## src/rtl/maze_dfs_controller.sv

```systemverilog
// maze_dfs_controller
//   Depth-first search over a 16x16 maze held in an external 1-bit-per-cell map.
//   The path is kept in an external 2-bit direction stack. When the search
//   reaches the target, the stack holds the route from (0,0). The first move is
//   at the bottom of the stack.
//
// Parameters
//   TARGET_ROW, TARGET_COL : target cell, each 0..15
//
// Ports
//   clk, rst          : clock (rising edge), synchronous active-high reset
//   start             : begin a search; sampled only in IDLE, DONE or FAIL
//   map_addr          : {row,col} of the cell under examination
//   map_data          : 1 = wall; combinational response to map_addr
//   stk_push, stk_pop : stack control
//   stk_data_in       : direction to push
//   stk_data_out      : popped direction, valid the cycle after stk_pop
//   stk_empty/full    : stack status
//   cur_row, cur_col  : current position
//   busy, done, fail  : run status; done/fail held until the next accepted start
module maze_dfs_controller #(
  parameter int unsigned TARGET_ROW = 15,
  parameter int unsigned TARGET_COL = 15
) (
  input  logic       clk,
  input  logic       rst,
  input  logic       start,
  output logic [7:0] map_addr,
  input  logic       map_data,
  output logic       stk_push,
  output logic       stk_pop,
  output logic [1:0] stk_data_in,
  input  logic [1:0] stk_data_out,
  input  logic       stk_empty,
  input  logic       stk_full,
  output logic [3:0] cur_row,
  output logic [3:0] cur_col,
  output logic       busy,
  output logic       done,
  output logic       fail
);

  localparam logic [3:0] TgtRow = TARGET_ROW[3:0];
  localparam logic [3:0] TgtCol = TARGET_COL[3:0];

  typedef enum logic [2:0] {StIdle, StCheck, StMove, StPop, StBack, StDone, StFail} state_e;

  state_e       state_q, state_d;
  logic [3:0]   row_q, row_d, col_q, col_d;
  logic [2:0]   d_q, d_d;            // try counter; 4 means all directions exhausted
  logic [255:0] visited_q, visited_d;

  logic [3:0] cand_row, cand_col;
  logic [7:0] cand_addr;
  logic       cand_inb, cand_valid, at_target, can_start;

  // Neighbour in direction d_q[1:0]. In-bounds test prevents wrap-around.
  always_comb begin
    cand_row = row_q;
    cand_col = col_q;
    cand_inb = 1'b0;
    unique case (d_q[1:0])
      2'd0: begin cand_row = row_q - 4'd1; cand_inb = (row_q != 4'd0);  end
      2'd1: begin cand_col = col_q + 4'd1; cand_inb = (col_q != 4'd15); end
      2'd2: begin cand_row = row_q + 4'd1; cand_inb = (row_q != 4'd15); end
      2'd3: begin cand_col = col_q - 4'd1; cand_inb = (col_q != 4'd0);  end
    endcase
  end

  assign cand_addr  = {cand_row, cand_col};
  // map_data reflects cand_addr only in CHECK, which is the only place this is used.
  assign cand_valid = cand_inb & ~map_data & ~visited_q[cand_addr];
  assign at_target  = (row_q == TgtRow) && (col_q == TgtCol);
  assign can_start  = (state_q == StIdle) || (state_q == StDone) || (state_q == StFail);

  // State and datapath registers
  always_ff @(posedge clk) begin
    if (rst) begin
      state_q   <= StIdle;
      row_q     <= 4'd0;
      col_q     <= 4'd0;
      d_q       <= 3'd0;
      visited_q <= '0;
    end else begin
      state_q   <= state_d;
      row_q     <= row_d;
      col_q     <= col_d;
      d_q       <= d_d;
      visited_q <= visited_d;
    end
  end

  // Next-state and datapath updates
  always_comb begin
    state_d   = state_q;
    row_d     = row_q;
    col_d     = col_q;
    d_d       = d_q;
    visited_d = visited_q;
    unique case (state_q)
      StIdle, StDone, StFail: begin
        if (start) begin
          row_d     = 4'd0;
          col_d     = 4'd0;
          d_d       = 3'd0;
          visited_d = '0;
          if (map_data) begin
            state_d = StFail;
          end else begin
            visited_d[0] = 1'b1;
            state_d      = StCheck;
          end
        end
      end
      StCheck: begin
        if (at_target) begin
          state_d = StDone;
        end else if (d_q == 3'd4) begin
          state_d = stk_empty ? StFail : StPop;
        end else if (cand_valid) begin
          state_d = stk_full ? StFail : StMove;
        end else begin
          d_d = d_q + 3'd1;
        end
      end
      StMove: begin
        // d_q still holds the chosen direction, so cand_* is the cell to enter.
        row_d                = cand_row;
        col_d                = cand_col;
        visited_d[cand_addr] = 1'b1;
        d_d                  = 3'd0;
        state_d              = StCheck;
      end
      StPop: begin
        state_d = StBack;
      end
      StBack: begin
        // Undo the popped move, then resume with the next untried direction.
        unique case (stk_data_out)
          2'd0: row_d = row_q + 4'd1;
          2'd1: col_d = col_q - 4'd1;
          2'd2: row_d = row_q - 4'd1;
          2'd3: col_d = col_q + 4'd1;
        endcase
        d_d     = {1'b0, stk_data_out} + 3'd1;
        state_d = StCheck;
      end
      default: state_d = StIdle;
    endcase
  end

  // Outputs
  always_comb begin
    map_addr    = {row_q, col_q};
    stk_push    = 1'b0;
    stk_pop     = 1'b0;
    stk_data_in = 2'd0;
    if (state_q == StCheck) begin
      map_addr = cand_addr;
    end else if (can_start && start) begin
      // The start check probes (0,0) even if the previous run ended elsewhere.
      map_addr = 8'd0;
    end
    if (state_q == StMove) begin
      stk_push    = 1'b1;
      stk_data_in = d_q[1:0];
    end
    if (state_q == StPop) begin
      stk_pop = 1'b1;
    end
  end

  assign cur_row = row_q;
  assign cur_col = col_q;
  assign busy    = (state_q == StCheck) || (state_q == StMove) ||
                   (state_q == StPop)   || (state_q == StBack);
  assign done    = (state_q == StDone);
  assign fail    = (state_q == StFail);

endmodule

```

## config.mk

```make
export PLATFORM = sky130hd
export DESIGN_NAME = maze_dfs_controller
export DESIGN_NICKNAME = d
export VERILOG_FILES = /design/src/rtl/maze_dfs_controller.sv
export SDC_FILE = /design/constraint.sdc
export NUM_CORES = 1
export LEC_CHECK = 0
export CORE_MARGIN = 3
export CORE_UTILIZATION = 55
export CTS_BUF_LIST = sky130_fd_sc_hd__clkbuf_8
export CTS_CLUSTER_DIAMETER = 200
export CTS_CLUSTER_SIZE = 10
export DETAILED_ROUTE_END_ITERATION = 16
export GPL_ROUTABILITY_DRIVEN = 0
export PLACE_DENSITY = 0.75
export SLEW_MARGIN = 5
export SYNTH_ARGS = -nofsm -noshare
export SYNTH_HDL_FRONTEND = slang
export SYNTH_SLANG_ARGS = --single-unit
```

## constraint.sdc

```tcl
create_clock -name clk -period 3.8 [get_ports clk]
set_clock_uncertainty 0.2 [all_clocks]
set_input_delay 0.57 -clock clk [delete_from_list [all_inputs] [get_ports clk]]
set_output_delay 0.57 -clock clk [all_outputs]
set_load 0.1 [all_outputs]
```

[Yosys cells after proc, flatten, opt, wreduce, memory -nomap -nowiden]
Index checks and enable logic that the tools add are counted.
Widths: inputs -> output; s select.
Storage, ports and cells
  register bits after elaboration: 270
  input port bits: 8
  logic and storage cells: 98
Cells by class
  add/sub/neg operators: 6
  magnitude comparators: 2
  eq/ne operators: 24
  muxes and demuxes: 33
  bitwise gates (word level): 5
  reductions and logical operators: 23
Operators with widths (number)
  $pmux 256 s2: 1
  $mux 256: 1
  $or 256x256->256: 1
  $mux 3: 11
  $pmux 4 s2: 4
  $pmux 3 s4: 2
  $pmux 4 s3: 2
  $mux 8: 2
  $eq 3x3->1 const B: 4
  $ne 4x4->1 const B: 3
  $reduce_bool 4->1: 3
  $lt 8x9->1 const B: 1
  $add 4x1->4 const B: 2
  $bmux 1 s8: 1
  $demux 1 s8: 1
  $eq 2x2->1 const B: 4
  $eq 4x4->1 const B: 2
  $ge 8x1->1 const B: 1
  $ne 2x2->1 const B: 4
  $sub 4x1->4 const B: 2
  $eq 3x2->1 const B: 2
  $ne 3x1->1 const B: 2
  $reduce_and 3->1: 2
  $logic_or 1x1->1: 5
  19 further kinds: 30

[Logic depth before layout (Yosys ltp)]
  word-level depth: 10
  gate-level depth with buffers: 16
  gate-level depth less buffers: 12

[Least setup slack after synthesis]
OpenSTA, ideal clock, no wires.
  path kind: reg-to-output
  from: register col_q[0], in the netlist cur_col[0]
  to: output map_addr[2]
  arrival: 4.738 ns
  required time: 3.030 ns
  setup slack: -1.708 ns
  cell stages (with the launch flop): 10
  path through: dfxtp_1 buf_4 inv_1 ha_1 mux2_4 a31o_2 buf_2 buf_2 buf_2 o21ai_0
Between the ends
  longest elaborated chain between the ends: 3
  elaborated cells on any way between the ends: 4
  those cells by class: 2 x add/sub; 2 x mux
RTL lines
  from (decl): line 49  | logic [3:0] row_q, row_d, col_q, col_d;
  from (signal assigned): line 87  | col_q <= col_d;
  $sub 4x1->4 / $add 4x1->4 (equally long branches): line 66, 64
  $pmux 4 s2 *: line 62  | unique case (d_q[1:0])
  $mux 8 *: line 158  | if (state_q == StCheck) begin
  to (decl): line 28  | output logic [7:0] map_addr,
Mark *: on every way between the ends. The rest lies on a longest branch, timed or not.

[Worst setup path after layout]
  from: register col_q[0], in the netlist cur_col[0]
  to: register d_q[1]
Between the ends
  longest elaborated chain between the ends: 8
  elaborated cells on any way between the ends: 16
  those cells by class: 2 x add/sub; 4 x eq/ne; 4 x mux; 3 x bitwise; 3 x reduce/logical
RTL lines
  $sub 4x1->4 / $add 4x1->4 (equally long branches): line 66, 64
  $pmux 4 s2: line 62
  $bmux 1 s8: line 72  | assign cand_valid = cand_inb & ~map_data & ~visited_q[cand_addr];
  $mux 1 (not written as such): line 72
  $not 1->1: line 72
  $and 1x1->1: line 72
  $ne 2x2->1 (no line)
  $reduce_and 5->1 (no line) *
  to (signal assigned): line 82  | d_q <= 3'd0;
  to (signal assigned): line 88  | d_q <= d_d;
  to (decl): line 50  | logic [2:0] d_q, d_d;
Mark *: on every way between the ends. The rest lies on a longest branch, timed or not. The select of a mux whose other input is x is not followed.
A chain may end at the register's enable or synchronous reset.

==> flow_summary.ini <==
[grt]
grt_pass1_vias = 11160
antenna_found_initial = 0
grt_use_total_pct = 29.79
gr-total-overflow = 0
grt_pass1_wl_mm = 62.22
grt_start_max_net_pins = 166

[critical_path]
critical_path_class = reg2reg
cp-start-kind = flop
crit_buf_inv = 4
critPathRequiredTime_ps = 4110
worst-path-max-fanout = 5
path_delay_family = compound AO/OA/AOI/OAI gates
cp_cell_sequence = inv_4 > ha_4 > mux2_4 > a31oi_4 > buf_12 > clkbuf_16 > and3_1 > a311oi_1 > a31oi_1 > a211oi_2 > or4b_4 > a2111oi_4 > buf_6 > a21o_1 > mux2i_1
cpMaxStageDelayCell = or4b_4
critPathMaxStageDelay_ps = 570
cp.arrival_ps = 4130
cp-end-kind = flop

[clock_network]
htreeDepth = 1
cts_tree = built
ctsHoldBuffers = 0
clock-root-buffer = clkbuf_8
clk_pin_slew_ps = 90
cts_buffer_depth = 3
cts_sinks = 270
cts_buffers = 30
insertion_delay_ps = 610

[routing]
drt_iter0_markers = 1794
wl_per_cell_um = 20.72
vias = 12580
drc_errors = 0
totalWireLength_mm = 40.78
drtPass1Iterations = 6
ant_nets = 0
via_per_inst = 6.393

[yosys]
synth_cells = 1618
synth_area_um2 = 12870
avgSynthCellArea_um2 = 7.952
syn-num-nets = 1635
synth_edf_count = 0
ys_types = 68
synth_seq_area_share_pct = 42.01
ys_top_cells_by_area = dfxtp_1 (42%), a22oi_1 (15%), nor2_1 (9.0%)
synth.largest_area_cell = dfxtp_1
ys.warnings.count = 0
async_flop_share_pct = 0
yosys.area.top_type_share_pct = 42.01
synth_flop_cell = dfxtp_1
ys_seq_elements = 270

[finish]
antenna_cells = 0
final_nets = 1670
area_delta_synth_final_pct = 17.05
postLayoutCoreUtil_pct = 65.91
fin_cells = 1968
drive_gt1_share_pct = 16.25

[floorplan]
die-height_um = 158.9
io_pins = 31
die_width_um = 158.9
start_util_pct = 56.31
core_um2 = 22850
row_count = 55
die_area_um2 = 25260

[timing]
timing.final.crit_period_ps = 3819
fmax_mhz = 261.8
max_slew_margin_pct = 16.19
setup_viol = 1
setup_slack_ps = -19.20
final-hold-violation-count = 0
grt_setup_unrepaired = true
fin_crit_sh_pct = 100.5
worstMarginPinSlew_ps = 1253
drv_slew = 0

[outcome]
status = finished with violations
violations = negative setup slack

[place]
dp_worst_setup_slack_ps = -182.4
dp.cells = 1912
numPortBuffers = 30
dp_hpwl_mm = 24.57

[min_path]
hold_path_class = reg2reg

[power]
ir_drop_mv = 1.059
cellPowerDensity_nw_per_um2 = 790.1
p_leak_nw = 5.255
power_w = 0.01190

[flow_run]
drv_cap = 0
## flip-flops by register name (all words and copies together), names as in the netlist
register	cells
d_q	3
cur_row	4
cur_col	4
visited_q	256
state_q	3
## cells in the final DEF, fill, tap and decap left out, types with 4 or more instances in the layout
cell	netlist	layout
nand2b_1	10	8
nor2_1	310	308
buf_6	3	5
o211ai_1	5	5
buf_12	0	24
xnor2_1	5	5
and3_1	22	20
o21ai_1	0	5
a211oi_2	0	5
clkbuf_8	0	31
buf_4	12	110
a311oi_2	0	10
ha_4	0	6
nand3_1	72	72
nor3_2	1	6
a31oi_1	11	8
nor3_1	15	10
a311o_1	5	5
nand4_1	9	9
mux2i_1	40	39
a311oi_1	28	18
nor2b_1	4	4
a211oi_1	10	5
dfxtp_4	0	6
clkdlybuf4s50_1	0	14
a21oi_1	21	19
dfxtp_1	270	261
a22oi_1	257	257
o21ai_0	18	11
a21o_1	7	7
inv_1	14	13
nand2_1	251	248
## cells in the mapped netlist, types with 3 or more instances
cell type	n
nand3_1	72
nor2b_1	4
xor2_1	3
o31ai_1	4
xnor2_1	5
nor3_1	15
nor4_1	4
inv_1	14
a21o_1	7
o21ai_0	18
a21oi_1	21
a211oi_1	10
buf_4	12
and3_1	22
dfxtp_1	270
buf_6	3
nand4_1	9
nor2_1	310
o221ai_1	3
o22ai_1	4
ha_1	9
clkbuf_1	102
mux2i_1	40
o211ai_1	5
a31o_2	4
a311oi_1	28
a31oi_1	11
nand2b_1	10
nand2_1	251
a311o_1	5
buf_2	33
mux2_2	3
buf_1	6
a22oi_1	257
## power breakdown
part	internal (W)	switching, W	total, W
clock network	0.000709	0.000982	0.00169
logic	0.00252	0.00462	0.00715
registers	0.00291	0.000148	0.00306
## worst register-to-register path: cells and delay by family (launching register included)
kind	cells	cell delay (ps)
compound gates	6	1060
simple gates	2	720
buf+inv	4	550
mux	2	540
flops	1	400
fa+ha+maj	1	280
## metrics by stage
stage | setup TNS (ps) | instance area (um^2) | hold slack (ps)
after floorplan | -22.37 | 12990 | 273.4
after global placement | -276.1 | 14040 | 284.1
after detailed placement | -780.7 | 14040 | 298.5
after CTS | 0 | 14580 | 316.4
after global routing | -427.1 | 15060 | 334.3
final | -19.20 | 15060 | 308.3
## area by class of cell
| cell class | count | area (um^2) |
|---|---|---|
| clock inverters | 4 | 27.53 |
| multi-input cells | 1179 | 7118 |
| clock buffers | 30 | 412.9 |
| well taps | 313 | 391.6 |
| inverters | 14 | 58.81 |
| flip-flops and latches | 270 | 5431 |
| fillers | 1948 | 7787 |
| repair buffers | 158 | 1619 |
## final timing paths
path	startpoint	end	slack (ps)	cells after the start
min reg2reg	visited_q[154]	visited_q[154]	310	2
max reg2reg	cur_col[0]	d_q[1]	-20	15
max	cur_col[0]	d_q[1]	-20	15
min	visited_q[154]	visited_q[154]	310	2
## logic make-up (layout without fill, tap and decap cells)
family | count (synthesis) | in the layout | share of synthesized area, %
and+or+nand+nor | 714 | 714 | 23.24
AOI/OAI and AO/OA | 401 | 401 | 23.60
DFF | 270 | 270 | 42.01
buffers and inverters | 170 | 206 | 5.806
muxes | 44 | 44 | 3.491
xor gates and xnor gates | 10 | 11 | 0.9726
adders and majority gates | 9 | 9 | 0.8752
## per-layer routing
metal	GRT usage [%]	up-vias	routed length (um)
li1	-	5807	-
met1	41.98	5944	16990
met2	46.55	694	18030
met3	5.099	136	3980
met4	10.19	0	1777
met5	0	-	0
## repair_timing
item                       4_1_cts  5_1_grt
pin swaps                        7       27
hold endpoints to repair         0        0
setup buffers                    0       20
gates resized for setup         13       49
gates cloned                     1        4
setup endpoints to repair        6       15
(Power assumes the default switching activity.)
